[config.mk]
export PLATFORM = sky130hd
export DESIGN_NAME = normalizer_lanes
export DESIGN_NICKNAME = d
export VERILOG_FILES = /design/src/rtl/normalizer_pkg.sv /design/src/rtl/normalizer_lane_post.sv /design/src/rtl/normalizer_lanes.sv
export SDC_FILE = /design/constraint.sdc
export NUM_CORES = 1
export LEC_CHECK = 0
export BUFFER_PORTS_ARGS = -buffer_cell sky130_fd_sc_hd__buf_2
export CORE_MARGIN = 2
export CORE_UTILIZATION = 40
export CTS_BUF_LIST = sky130_fd_sc_hd__clkbuf_16
export DETAILED_ROUTE_END_ITERATION = 10
export GPL_ROUTABILITY_DRIVEN = 0
export SLEW_MARGIN = 25
export SYNTH_ARGS = -nofsm -noshare
export SYNTH_HDL_FRONTEND = slang
export SYNTH_SLANG_ARGS = --single-unit
[constraint.sdc]
create_clock -name clk -period 7.3 [get_ports clk]
set_input_delay 1.095 -clock clk [delete_from_list [all_inputs] [get_ports clk]]
set_output_delay 1.095 -clock clk [all_outputs]
set_load 0.02 [all_outputs]
[src/rtl/normalizer_pkg.sv]
// Shared definitions for the N-lane spectrum normaliser: FSM state encoding,
// the default lane width and a lane slicing helper for packed lane buses.
package normalizer_pkg;

  localparam int DEFAULT_DW = 16;

  typedef enum logic [1:0] {
    IDLE      = 2'd0,
    CALC      = 2'd1,
    WAIT_SQRT = 2'd2,
    OUTPUT    = 2'd3
  } state_t;

  // Bit offset of lane 'lane' inside a packed bus of 'width'-bit lanes.
  function automatic int lane_lsb(input int lane, input int width);
    return lane * width;
  endfunction

endpackage

[src/rtl/normalizer_lane_post.sv]
// Per-lane result formatting: picks the sqrt root or the scaled magnitude with
// its sign restored. With NORMALIZER_LANES_CLAMP_EN defined, the scaled
// magnitude is saturated to [min_lim, max_lim] before the sign is applied.
module normalizer_lane_post
  import normalizer_pkg::*;
#(
  parameter int DW = DEFAULT_DW
) (
  input  logic [2*DW-1:0] i_prod,
  input  logic [DW-1:0]   i_root,
  input  logic            i_minus,
  input  logic            i_sqrt_mode,
`ifdef NORMALIZER_LANES_CLAMP_EN
  input  logic [DW-1:0]   i_min_lim,
  input  logic [DW-1:0]   i_max_lim,
`endif
  output logic [DW-1:0]   o_result
);

  logic [DW-1:0] w_mag;
  logic [DW-1:0] w_sat;
  logic          w_unused_prod_lo;

  // The fractional half of the product is discarded by the scaling.
  assign w_mag            = i_prod[2*DW-1:DW];
  assign w_unused_prod_lo = ^i_prod[DW-1:0];

`ifdef NORMALIZER_LANES_CLAMP_EN
  // Low bound first, then high bound, so an inverted window resolves to max_lim.
  always_comb begin
    w_sat = w_mag;
    if (w_mag < i_min_lim) w_sat = i_min_lim;
    if (w_sat > i_max_lim) w_sat = i_max_lim;
  end
`else
  assign w_sat = w_mag;
`endif

  // Select root in sqrt mode, otherwise two's-complement the magnitude when negative.
  always_comb begin
    o_result = w_sat;
    if (i_sqrt_mode)  o_result = i_root;
    else if (i_minus) o_result = (~w_sat) + DW'(1);
  end

endmodule

[src/rtl/normalizer_lanes.sv]
// N-lane spectrum normaliser: per accepted word either scales each lane by
// max_value (keeping the upper product half, sign restored) or hands each
// lane to an external sqrt core and collects the roots independently.
// Optional macro NORMALIZER_LANES_CLAMP_EN enables scale-mode saturation.
module normalizer_lanes
  import normalizer_pkg::*;
#(
  parameter int LANES        = 2,
  parameter int DW           = DEFAULT_DW,
  parameter int LANE_REVERSE = 1
) (
  input  logic                  clk,
  input  logic                  rst,
  input  logic                  start,
  input  logic                  sqrt_normal,
  input  logic [DW-1:0]         max_value,
  input  logic [DW-1:0]         min_lim,
  input  logic [DW-1:0]         max_lim,
  input  logic [LANES*DW-1:0]   in_data,
  input  logic [LANES-1:0]      in_minus,
  input  logic                  in_valid,
  output logic                  in_rdy,
  output logic [LANES*2*DW-1:0] sqrt_rad,
  output logic [LANES-1:0]      sqrt_start,
  input  logic [LANES-1:0]      sqrt_valid,
  input  logic [LANES*2*DW-1:0] sqrt_root,
  output logic [LANES*DW-1:0]   out_data,
  output logic                  out_valid,
  input  logic                  out_rdy
);

  state_t              r_state;
  logic [DW-1:0]       r_data [LANES];
  logic [LANES-1:0]    r_minus;
  logic [2*DW-1:0]     r_prod [LANES];
  logic [DW-1:0]       r_root [LANES];
  logic [LANES-1:0]    r_done_mask;
  logic                r_sqrt_mode;

  logic [LANES-1:0]    w_done_next;
  logic [DW-1:0]       w_root_in  [LANES];
  logic [DW-1:0]       w_lane_res [LANES];
  logic [LANES*DW-1:0] w_root_hi;
  logic                w_calc_sqrt;
  logic                w_unused_inputs;

  // Handshake and sqrt kick-off are decoded from the registered state; start
  // and rst suppress both in the cycle they are asserted.
  assign in_rdy      = (r_state == IDLE) & in_valid & ~start & ~rst;
  assign w_calc_sqrt = (r_state == CALC) & sqrt_normal & ~start & ~rst;
  assign sqrt_start  = {LANES{w_calc_sqrt}};
  assign out_valid   = (r_state == OUTPUT);
  assign w_done_next = r_done_mask | sqrt_valid;

`ifdef NORMALIZER_LANES_CLAMP_EN
  assign w_unused_inputs = ^w_root_hi;
`else
  assign w_unused_inputs = ^{w_root_hi, min_lim, max_lim};
`endif

  genvar gi;
  generate
    for (gi = 0; gi < LANES; gi++) begin : g_lane
      localparam int SRC = (LANE_REVERSE != 0) ? (LANES - 1 - gi) : gi;

      assign sqrt_rad[lane_lsb(gi, 2*DW) +: 2*DW] =
        w_calc_sqrt ? {{DW{1'b0}}, r_data[gi]} : '0;
      assign w_root_in[gi] = sqrt_root[lane_lsb(gi, 2*DW) +: DW];
      assign w_root_hi[lane_lsb(gi, DW) +: DW] = sqrt_root[lane_lsb(gi, 2*DW) + DW +: DW];

      normalizer_lane_post #(.DW(DW)) u_post (
        .i_prod      (r_prod[gi]),
        .i_root      (r_root[gi]),
        .i_minus     (r_minus[gi]),
        .i_sqrt_mode (r_sqrt_mode),
`ifdef NORMALIZER_LANES_CLAMP_EN
        .i_min_lim   (min_lim),
        .i_max_lim   (max_lim),
`endif
        .o_result    (w_lane_res[gi])
      );

      // Output word is zero outside OUTPUT so idle/reset outputs read as 0.
      assign out_data[lane_lsb(gi, DW) +: DW] = out_valid ? w_lane_res[SRC] : '0;
    end
  endgenerate

  // Control FSM with per-lane datapath registers; rst/start clear everything.
  always_ff @(posedge clk) begin
    if (rst || start) begin
      r_state     <= IDLE;
      r_minus     <= '0;
      r_done_mask <= '0;
      r_sqrt_mode <= 1'b0;
      for (int i = 0; i < LANES; i++) begin
        r_data[i] <= '0;
        r_prod[i] <= '0;
        r_root[i] <= '0;
      end
    end else begin
      case (r_state)
        IDLE: begin
          if (in_rdy) begin
            for (int i = 0; i < LANES; i++) r_data[i] <= in_data[lane_lsb(i, DW) +: DW];
            r_minus <= in_minus;
            r_state <= CALC;
          end
        end
        CALC: begin
          for (int i = 0; i < LANES; i++)
            r_prod[i] <= (2*DW)'(max_value) * (2*DW)'(r_data[i]);
          r_sqrt_mode <= sqrt_normal;
          r_done_mask <= '0;
          r_state     <= sqrt_normal ? WAIT_SQRT : OUTPUT;
        end
        WAIT_SQRT: begin
          for (int i = 0; i < LANES; i++)
            if (sqrt_valid[i] && !r_done_mask[i]) r_root[i] <= w_root_in[i];
          r_done_mask <= w_done_next;
          if (&w_done_next) r_state <= OUTPUT;
        end
        OUTPUT: begin
          if (out_rdy) r_state <= IDLE;
        end
        default: r_state <= IDLE;
      endcase
    end
  end

endmodule

==> impl_metrics.yaml, run 1 <==
floorplanning:
  die_h_um: 236
  start_util_pct: 40.3
  chipWidth_um: 236
  fp-row-count: 85
  number_of_primary_i_o_pins: 254
  die_area_um2: 55700
  placeable_core_region_um2: 53500
final_layout:
  fill_cells: 5121
  fin_cells: 3168
  syn_to_final_growth_pct: 9.63
  layout.nets: 3214
  layout-drive-gt1-share_pct: 10.7
setup_path:
  cell_chain_of_the_critical_path: "buf_2 -> and2_1 -> fa_1 -> inv_1 -> fa_1 -> fa_1 -> inv_1 -> fa_1 -> fa_1 -> inv_1 -> fa_1 -> inv_1 -> ha_1 -> a2111oi_4 -> o211a_1 -> o21ai_0 -> a221o_1 -> a2111oi_0 -> or3_1 -> a21oi_1 -> buf_4"
  most_frequent_cell_on_critical_path: "fa_1"
  worst_ep_arrival_time_ps: 7050
  setup.worst_path.end_class: "flop"
  startpoint_type: "input port"
  crit_path_max_incr_delay_ps: 590
  required_ps: 7440
  timing.critical_path.fanout_max: 10
  path_class: "in2reg"
  critical-path-slowest-cell: "a2111oi_0"
sta:
  final_setup_violation_count: 0
  tns_ps: 0
  finalWorstPathRequiredPeriod_ps: 6910
  slew_violations: 0
  finalHoldViolCount: 0
  slew_at_the_pin_closest_to_its_max_slew_limit_ps: 879
  fmaxAchievable_mhz: 145
  slew_headroom_pct: 41.4
  clock-skew-final_ps: 17.4
  grt_setup_unrepaired: "no"
  layout_worst_path_cycle_share_pct: 94.6
logic_synthesis:
  seq_area_frac_synth_pct: 14.0
  post_synth_main_area_contributors: "fa_1 (36%), edfxtp_1 (13%), ha_1 (12%)"
  synth_top_flop_cell: "edfxtp_1"
  syn_area_per_cell_um2: 9.24
  yosysTopAreaCell: "fa_1"
  yosysMostFrequentCell: "inv_1"
  yosys.cell_types.count: 62
  yosysWarningCount: 0
  synth_seq_cells: 103
  synth_async_sr_flop_share_pct: 0
  synthTopCellsByCount: "inv_1 (461), fa_1 (386), nand2_1 (333)"
  synth_enable_flop_cells: 96
  portion_of_synthesized_cell_area_occupied_by_the_leading_cell_type_pct: 35.9
  synthCells: 2332
  netlist_area_um2: 21500
cts:
  cts-root-to-sink-buffers: 2
  clkSlewWorstSetupHoldPaths_ps: 80
  cts_max_level: 3
  number_of_buffers_added_by_the_clock_tree_synthesis_step: 9
  cts_setup_buffers: 0
  tritoncts: "yes"
  cts_root_buf: "clkbuf_16"
  worst_skew_pair.late_latency_ps: 380
  post_cts_resized: 0
  number_of_buffers_added_to_fix_hold_violations_after_cts: 0
  cts.sink_count: 103
grt:
  globalRoute.totalOverflow: 0
  number_of_global_route_vias_before_repair: 17357
  global_route.usage.total_pct: 19.9
  antenna_found_initial: 1
  grt_first_pass_wirelength_um: 88900
  grt_start_max_net_pins: 42
pwr:
  power.total_mw: 3.71
  power.density_cell_area_nw_per_um2: 157
  worst_ir_drop_vdd_uv: 146
  total_leakage_power_nw: 12.2
min_path:
  min_path_type: "reg2reg"
routing:
  ratio_of_routed_vias_to_standard_cells: 5.04
  drt_pre_antenna_iters: 5
  detailedRoute.firstIterationViolations: 825
  post-route-drc-count: 0
  avgRoutedWirePerCell_um: 17.0
  postRouteWirelength_um: 53700
  routed-via-count: 15966
  ant_nets: 0
run_status:
  run_status: "finished clean"
placed_design:
  numPlacedInstances: 3151
  placement.io_buffers: 157
  hpwl_um: 43500
flow_run:
  maxCapViolCount: 0
==> area by class of cell <==
class	count	area, um^2	area share, %
antenna	1	2.50	0.0106
clock inverter	7	62.6	0.265
inverter	461	1730	7.32
clock buffer	9	225	0.953
tap	696	871	3.69
multi-input combinational	1655	16200	68.8
timing repair buffer	236	1470	6.21
sequential	103	3020	12.8
==> cells by family after synthesis <==
logic type | Yosys count | share of synthesized area (%)
other | 1 | 0.0174
multiplexers | 5 | 0.232
flip-flops | 103 | 14.0
XOR/XNOR | 41 | 1.67
AND/OR/NAND/NOR | 805 | 19.1
AO/OA/AOI/OAI | 178 | 5.88
adder cells (fa/ha/maj) | 594 | 47.9
buffers and inverters | 605 | 11.1
==> layer usage <==
metal  global-route usage, %  part of all wire, %
met1                    25.2                   42
met2                    36.1                   52
met3                    1.63                  2.7
met4                    6.37                  2.7
met5                       0                    0
==> flip-flops by register name, indices dropped and copies added, names as in the netlist <==
signal	flops
r_prod	32
r_done_mask	2
r_minus	2
r_sqrt_mode	1
r_root	32
r_data	32
r_state	2
==> per-stage QoR <==
stage	setup slack, ps	hold slack, ps	utilization, %	area, um^2
after floorplan	649	472	-	21700
after global placement	108	490	43.6	23300
after detailed placement	22.5	511	43.6	23300
after CTS	420	534	44.2	23600
after global routing	105	581	44.2	23600
final	392	533	44.2	23600
==> power breakdown <==
group	switching (mW)	internal, mW	leakage, nW	total [mW]
clock	0.256	0.238	0.137	0.494
sequential	0.0736	0.676	1.14	0.749
combinational	1.41	1.06	10.9	2.47
==> cells in the final DEF, fill, tap and decap left out, drive strengths merged, types with 12 or more instances in the layout <==
cell type | Yosys | final
buf | 36 | 236
fa | 386 | 386
a21oi | 38 | 38
edfxtp | 96 | 96
and3 | 40 | 40
a21o | 14 | 14
ha | 208 | 208
inv | 461 | 464
conb | 1 | 32
xnor2 | 12 | 12
nor3 | 28 | 28
xor2 | 29 | 29
nand3 | 16 | 16
and2 | 312 | 312
o21ai | 33 | 33
nand2 | 333 | 333
nor2 | 26 | 26
o211a | 22 | 22
==> worst max-delay path: cells and delay by family <==
family / cells / cell delay, ps
compound gates: 6 / 1700
fa+ha+maj: 7 / 3290
simple gates: 2 / 400
buf+inv: 6 / 560
==> worst paths after layout <==
check,start,endpoint,slack [ps],cells past startpoint
worst max register to register,r_data[0][18],r_prod[0][53],480,19
worst min register to register,r_done_mask[0],r_done_mask[0],530,2
worst max-delay path,max_value[7],r_prod[0][53],390,21
worst min-delay path,r_done_mask[0],r_done_mask[0],530,2
Note: power is estimated with default switching activity, not from simulation.
==> inputs of run 2 (changes only) <==
--- a/config.mk
+++ b/config.mk
@@ -11,6 +11,7 @@
 export CTS_BUF_LIST = sky130_fd_sc_hd__clkbuf_16
 export DETAILED_ROUTE_END_ITERATION = 10
 export GPL_ROUTABILITY_DRIVEN = 0
+export GPL_TIMING_DRIVEN = 0
 export SLEW_MARGIN = 25
 export SYNTH_ARGS = -nofsm -noshare
 export SYNTH_HDL_FRONTEND = slang
==> constraint.sdc (replaced) <==
create_clock -name clk -period 7.49 [get_ports clk]
set_input_delay 1.1235 -clock clk [delete_from_list [all_inputs] [get_ports clk]]
set_output_delay 1.1235 -clock clk [all_outputs]
set_load 0.02 [all_outputs]
==> run 2 against run 1 <==
Compared with the run above: clock skew decreased by 3.9 ps; utilization about the same; sequential cell count unchanged; worst setup slack got worse by 180 ps; non-clock buffer count increased by 64; largest power group unchanged; highest routed layer unchanged.
==> impl_metrics.yaml, run 2 (synthesis results as in run 1) <==
setup_path:
  timing.critical_path.fanout_max: 10
  setup.worst_path.end_class: "flop"
  startpoint_type: "input port"
  reg2reg_slack_ps: 470
  timing.critical_path.to: "r_prod[0][53]"
  critPathLaunch: "max_value[11]"
  crit-reg2reg-launch: "r_data[0][18]"
  worst_r2r_endpoint: "r_prod[0][53]"
  path_class: "in2reg"
  worst_ep_arrival_time_ps: 7390
  required_ps: 7600
  worst_r2r_path_depth: 19
cts:
  number_of_buffers_added_by_the_clock_tree_synthesis_step: 9
  number_of_buffers_added_to_fix_hold_violations_after_cts: 0
  cts.sink_count: 103
  tritoncts: "yes"
  cts-root-to-sink-buffers: 2
  worst_skew_pair.late_latency_ps: 390
  cts_max_level: 3
  cts_root_buf: "clkbuf_16"
  clkSlewWorstSetupHoldPaths_ps: 80
pwr:
  power.density_cell_area_nw_per_um2: 148
  power.total_mw: 3.50
  total_leakage_power_nw: 12.2
  worst_ir_drop_vdd_uv: 121
grt:
  number_of_global_route_vias_before_repair: 17476
  grt_first_pass_wirelength_um: 95900
  globalRoute.totalOverflow: 0
  antenna_found_initial: 3
  global_route.usage.total_pct: 22.4
  grt_start_max_net_pins: 34
sta:
  clock-skew-final_ps: 13.5
  grt_setup_unrepaired: "no"
  fmaxAchievable_mhz: 137
  slew_violations: 0
  final_setup_violation_count: 0
  finalHoldViolCount: 0
  layout_worst_path_cycle_share_pct: 97.2
  slew_headroom_pct: 28.7
  slew_at_the_pin_closest_to_its_max_slew_limit_ps: 1070
  finalWorstPathRequiredPeriod_ps: 7280
min_path:
  min_path_type: "reg2reg"
  depth_of_the_worst_hold_timing_path: 2
placed_design:
  hpwl_um: 51800
  placement.io_buffers: 157
final_layout:
  commonest_non_fill_non_tap_cells_in_the_layout: "inv_1 (460), fa_1 (386), nand2_1 (333), and2_1 (312), ha_1 (208)"
  layout_top_registers: "r_data (32), r_prod (32), r_root (32)"
  postLayoutCoreUtil_pct: 44.2
  layout.nets: 3278
  layout-drive-gt1-share_pct: 9.70
  multiInputGateArea_um2: 16200
  syn_to_final_growth_pct: 9.75
  sequential_cell_area_um2: 3020
  layout_commonest_cell: "inv_1"
  fill_cells: 5147
floorplanning:
  number_of_primary_i_o_pins: 254
  fp-row-count: 85
  die_h_um: 236
  start_util_pct: 40.3
  die_area_um2: 55700
  placeable_core_region_um2: 53500
  chipWidth_um: 236
routing:
  drt_pre_antenna_iters: 5
  detailedRoute.firstIterationViolations: 1094
  ant_nets: 0
  ratio_of_routed_vias_to_standard_cells: 5.08
  routed-via-count: 16435
  avgRoutedWirePerCell_um: 18.8
  postRouteWirelength_um: 60900
  post-route-drc-count: 0
flow_run:
  maxCapViolCount: 0
run_status:
  run_status: "finished clean"
-- run 2: worst max-delay path, stage by stage --
cell and delay, ps:
buf_2 200, clkbuf_2 410, nand2_1 160, fa_1 550, fa_1 550, fa_1 520
inv_1 50, fa_1 500, fa_1 490, inv_1 50, fa_1 480, inv_1 40
ha_1 330, a2111oi_4 390, o211a_1 190, o21ai_0 160, a221o_1 410, a2111oi_1 540
or3_1 180, a21oi_1 60
-- run 2: power breakdown --
part           internal, mW  switching, mW  total, mW
clock network         0.232          0.251      0.484
registers             0.659         0.0472      0.706
logic                 0.919           1.39       2.31
total                  1.81           1.69       3.50
-- run 2: per-stage QoR --
| stage | hold slack [ps] | std cells | setup slack, ps | setup TNS, ps | instance area [um^2] |
|---|---|---|---|---|---|
| after floorplan | 472 | 2363 | 810 | 0 | 21700 |
| after detailed placement | 509 | 3216 | -639 | -6470 | 23300 |
| after global routing | 576 | 3233 | 2.06 | 0 | 23700 |
| final | 526 | 3233 | 210 | 0 | 23700 |
| after CTS | 530 | 3232 | 71.4 | 0 | 23600 |
| after global placement | 491 | 3216 | -507 | -4710 | 23300 |
-- run 2: how the worst min path moves through the flow --
| stage | startpoint | to | slack [ps] |
|---|---|---|---|
| 2_1_floorplan | r_done_mask[0] | r_done_mask[0] | 470 |
| 3_3_place_gp | r_done_mask[1] | r_done_mask[1] | 490 |
| 3_5_place_dp | r_done_mask[0] | r_done_mask[0] | 510 |
| 4_1_cts | r_done_mask[0] | r_done_mask[0] | 530 |
| 5_1_grt | r_done_mask[0] | r_done_mask[0] | 580 |
| 6_report | r_done_mask[0] | r_done_mask[0] | 530 |
-- run 2: layer usage --
metal / routed length (um) / GRT usage [%]
met1: 26000 / 29.5
met2: 28800 / 36.5
met3: 3250 / 2.94
met4: 2930 / 10.8
met5: 0 / 0
-- run 2: repair_timing --
action,CTS,global route
endpoints found under the setup margin,6,15
cloned,0,0
resized for setup,4,42
buffers inserted,0,0
-- run 2: area by class of cell --
type	instances	share of cell area, %
multi-input cells	1655	68.7
flip-flops and latches	103	12.8
inverters	461	7.32
well taps	696	3.68
repair buffers	157	3.32
plain buffers	143	2.94
clock buffers	9	0.952
clock inverters	7	0.275
diodes	2	0.0212
==> inputs of run 3 (changes only) <==
--- a/config.mk
+++ b/config.mk
@@ -15,4 +15,5 @@
 export SLEW_MARGIN = 25
 export SYNTH_ARGS = -nofsm -noshare
 export SYNTH_HDL_FRONTEND = slang
+export SYNTH_HIERARCHICAL = 1
 export SYNTH_SLANG_ARGS = --single-unit
==> run 3 against run 2 <==
Compared with the run above: wire length rose by 8.2%; area after synthesis grew 4.5%; sequential share of layout area decreased by 0.54 points; sequential cell count is the same; combinational power up 24%; utilization grew 0.34 points; final cell count increased by 6.6%; highest routed layer is now met5.
==> impl_metrics.yaml, run 3 <==
cts:
  cts-root-to-sink-buffers: 2
  number_of_buffers_added_by_the_clock_tree_synthesis_step: 9
  clkSlewWorstSetupHoldPaths_ps: 80
  number_of_buffers_added_to_fix_hold_violations_after_cts: 0
  tritoncts: "yes"
  cts.sink_count: 103
  post_cts_resized: 0
  cts_root_buf: "clkbuf_16"
  worst_skew_pair.late_latency_ps: 400
  cts_setup_buffers: 0
  cts_max_level: 3
routing:
  ant_nets: 0
  avgRoutedWirePerCell_um: 19.1
  routed-via-count: 17718
  drt_pre_antenna_iters: 6
  detailedRoute.firstIterationViolations: 1257
  postRouteWirelength_um: 65900
  post-route-drc-count: 0
  ratio_of_routed_vias_to_standard_cells: 5.14
sta:
  final_setup_violation_count: 0
  slew_headroom_pct: 26.3
  final.hold.worst_slack_ps: 547
  finalHoldViolCount: 0
  grt_setup_unrepaired: "no"
  slew_at_the_pin_closest_to_its_max_slew_limit_ps: 1110
  finalWorstPathRequiredPeriod_ps: 7370
  slew_violations: 0
  tns_ps: 0
  layout_worst_path_cycle_share_pct: 98.3
  clock-skew-final_ps: 13.9
  fmaxAchievable_mhz: 136
grt:
  grt_start_max_net_pins: 34
  grt_first_pass_wirelength_um: 102000
  global_route.usage.total_pct: 23.3
  number_of_global_route_vias_before_repair: 18486
  antenna_found_initial: 5
  globalRoute.totalOverflow: 0
pwr:
  share_comb_of_total_power_pct: 70.5
  p_clk_share_pct: 12.1
  power.internal_mw: 1.95
  p_sw_share_pct: 51.9
  p_seq_share_pct: 17.5
  power.density_cell_area_nw_per_um2: 164
  total_leakage_power_nw: 12.4
  p_sw_mw: 2.11
  worst_ir_drop_vdd_uv: 152
setup_path:
  setup.worst_path.end_class: "flop"
  reg2reg_slack_ps: 390
  worst_r2r_endpoint: "r_prod[0][61]"
  path_class: "in2reg"
  required_ps: 7630
  crit-reg2reg-launch: "r_data[0][25]"
  startpoint_type: "input port"
  worst_r2r_path_depth: 21
  timing.critical_path.fanout_max: 10
  worst_ep_arrival_time_ps: 7500
logic_synthesis:
  netlist_area_um2: 22500
  synthCells: 2493
  syn_area_per_cell_um2: 9.03
  yosysWarningCount: 6
placed_design:
  placement.io_buffers: 156
  hpwl_um: 54300
  placedInstanceArea_um2: 24400
run_status:
  run_status: "finished clean"
floorplanning:
  start_util_pct: 40.6
  die_h_um: 241
  die_area_um2: 58200
  fp-row-count: 86
  chipWidth_um: 241
  number_of_primary_i_o_pins: 254
  placeable_core_region_um2: 55400
min_path:
  depth_of_the_worst_hold_timing_path: 2
  min_path_type: "reg2reg"
  min_to: "r_done_mask[0]"
  min-delay-start: "r_done_mask[0]"
flow_run:
  maxCapViolCount: 0
final_layout:
  syn_to_final_growth_pct: 9.62
  commonest_non_fill_non_tap_cells_in_the_layout: "inv_1 (467), fa_1 (388), and2_1 (343), nand2_1 (332), ha_1 (214)"
  layout.nets: 3447
  layout.cell_area.non_filler_um2: 24700
  layout-drive-gt1-share_pct: 9.90
  layout_top_registers: "r_data (32), r_prod (32), r_root (32)"
  layout_commonest_cell: "inv_1"
run 3: worst max-delay path by stage:
stage | to | slack (ps) | depth (start not counted) | from
floorplan | r_prod[0][60] | 920 | 19 | max_value[12]
global placement | r_prod[0][28] | -330 | 23 | max_value[7]
detailed placement | r_prod[0][28] | -320 | 23 | max_value[7]
CTS | r_prod[0][28] | 80 | 23 | max_value[7]
global route | r_prod[0][61] | 4 | 21 | max_value[2]
finish | r_prod[0][60] | 120 | 20 | max_value[12]
run 3: final cells by class:
class / count / area [um^2]
Fill cell: 5476 / 30700
Multi-Input combinational cell: 1791 / 17100
Sequential cell: 103 / 3020
Inverter: 468 / 1760
Tap cell: 748 / 936
Timing Repair Buffer: 156 / 781
Buffer: 162 / 778
Clock buffer: 9 / 225
Clock inverter: 7 / 65.1
Antenna cell: 2 / 5.00
run 3: metal layers:
layer | share of wire (%) | global-route usage, %
met5 | 0.042 | 0
met4 | 3.4 | 7.74
met3 | 11 | 7.86
met2 | 45 | 36.9
met1 | 41 | 29.8
run 3: critical path, cell delays in order:
cell and delay, ps:
buf_2 160, clkbuf_1 600, nand2_1 180, fa_1 540, fa_1 520, fa_1 520, inv_1 60, fa_1 510
fa_1 500, inv_1 50, fa_1 540, inv_1 60, ha_1 340, a21o_1 220, a21o_1 170, a221o_1 410
o211ai_1 340, a21boi_1 130, o22ai_1 170, mux2_1 350
run 3: power by group through the flow:
stage | logic [mW] | clock network, mW | registers [mW]
detailed placement | 2.82 | 0 | 0.718
global placement | 2.75 | 0 | 0.716
global route | 3.24 | 0.514 | 0.710
floorplan | 2.02 | 0 | 0.691
finish | 2.86 | 0.489 | 0.708
CTS | 2.84 | 0.498 | 0.704
run 3: stage by stage:
step	power (mW)	utilization [%]	cells	worst slack, ps
floorplan	2.72	-	2524	916
global placement	3.47	43.9	3428	-333
detailed placement	3.53	43.9	3428	-318
CTS	4.04	44.5	3444	75.7
global route	4.47	44.5	3444	3.99
finish	4.05	44.5	3446	125
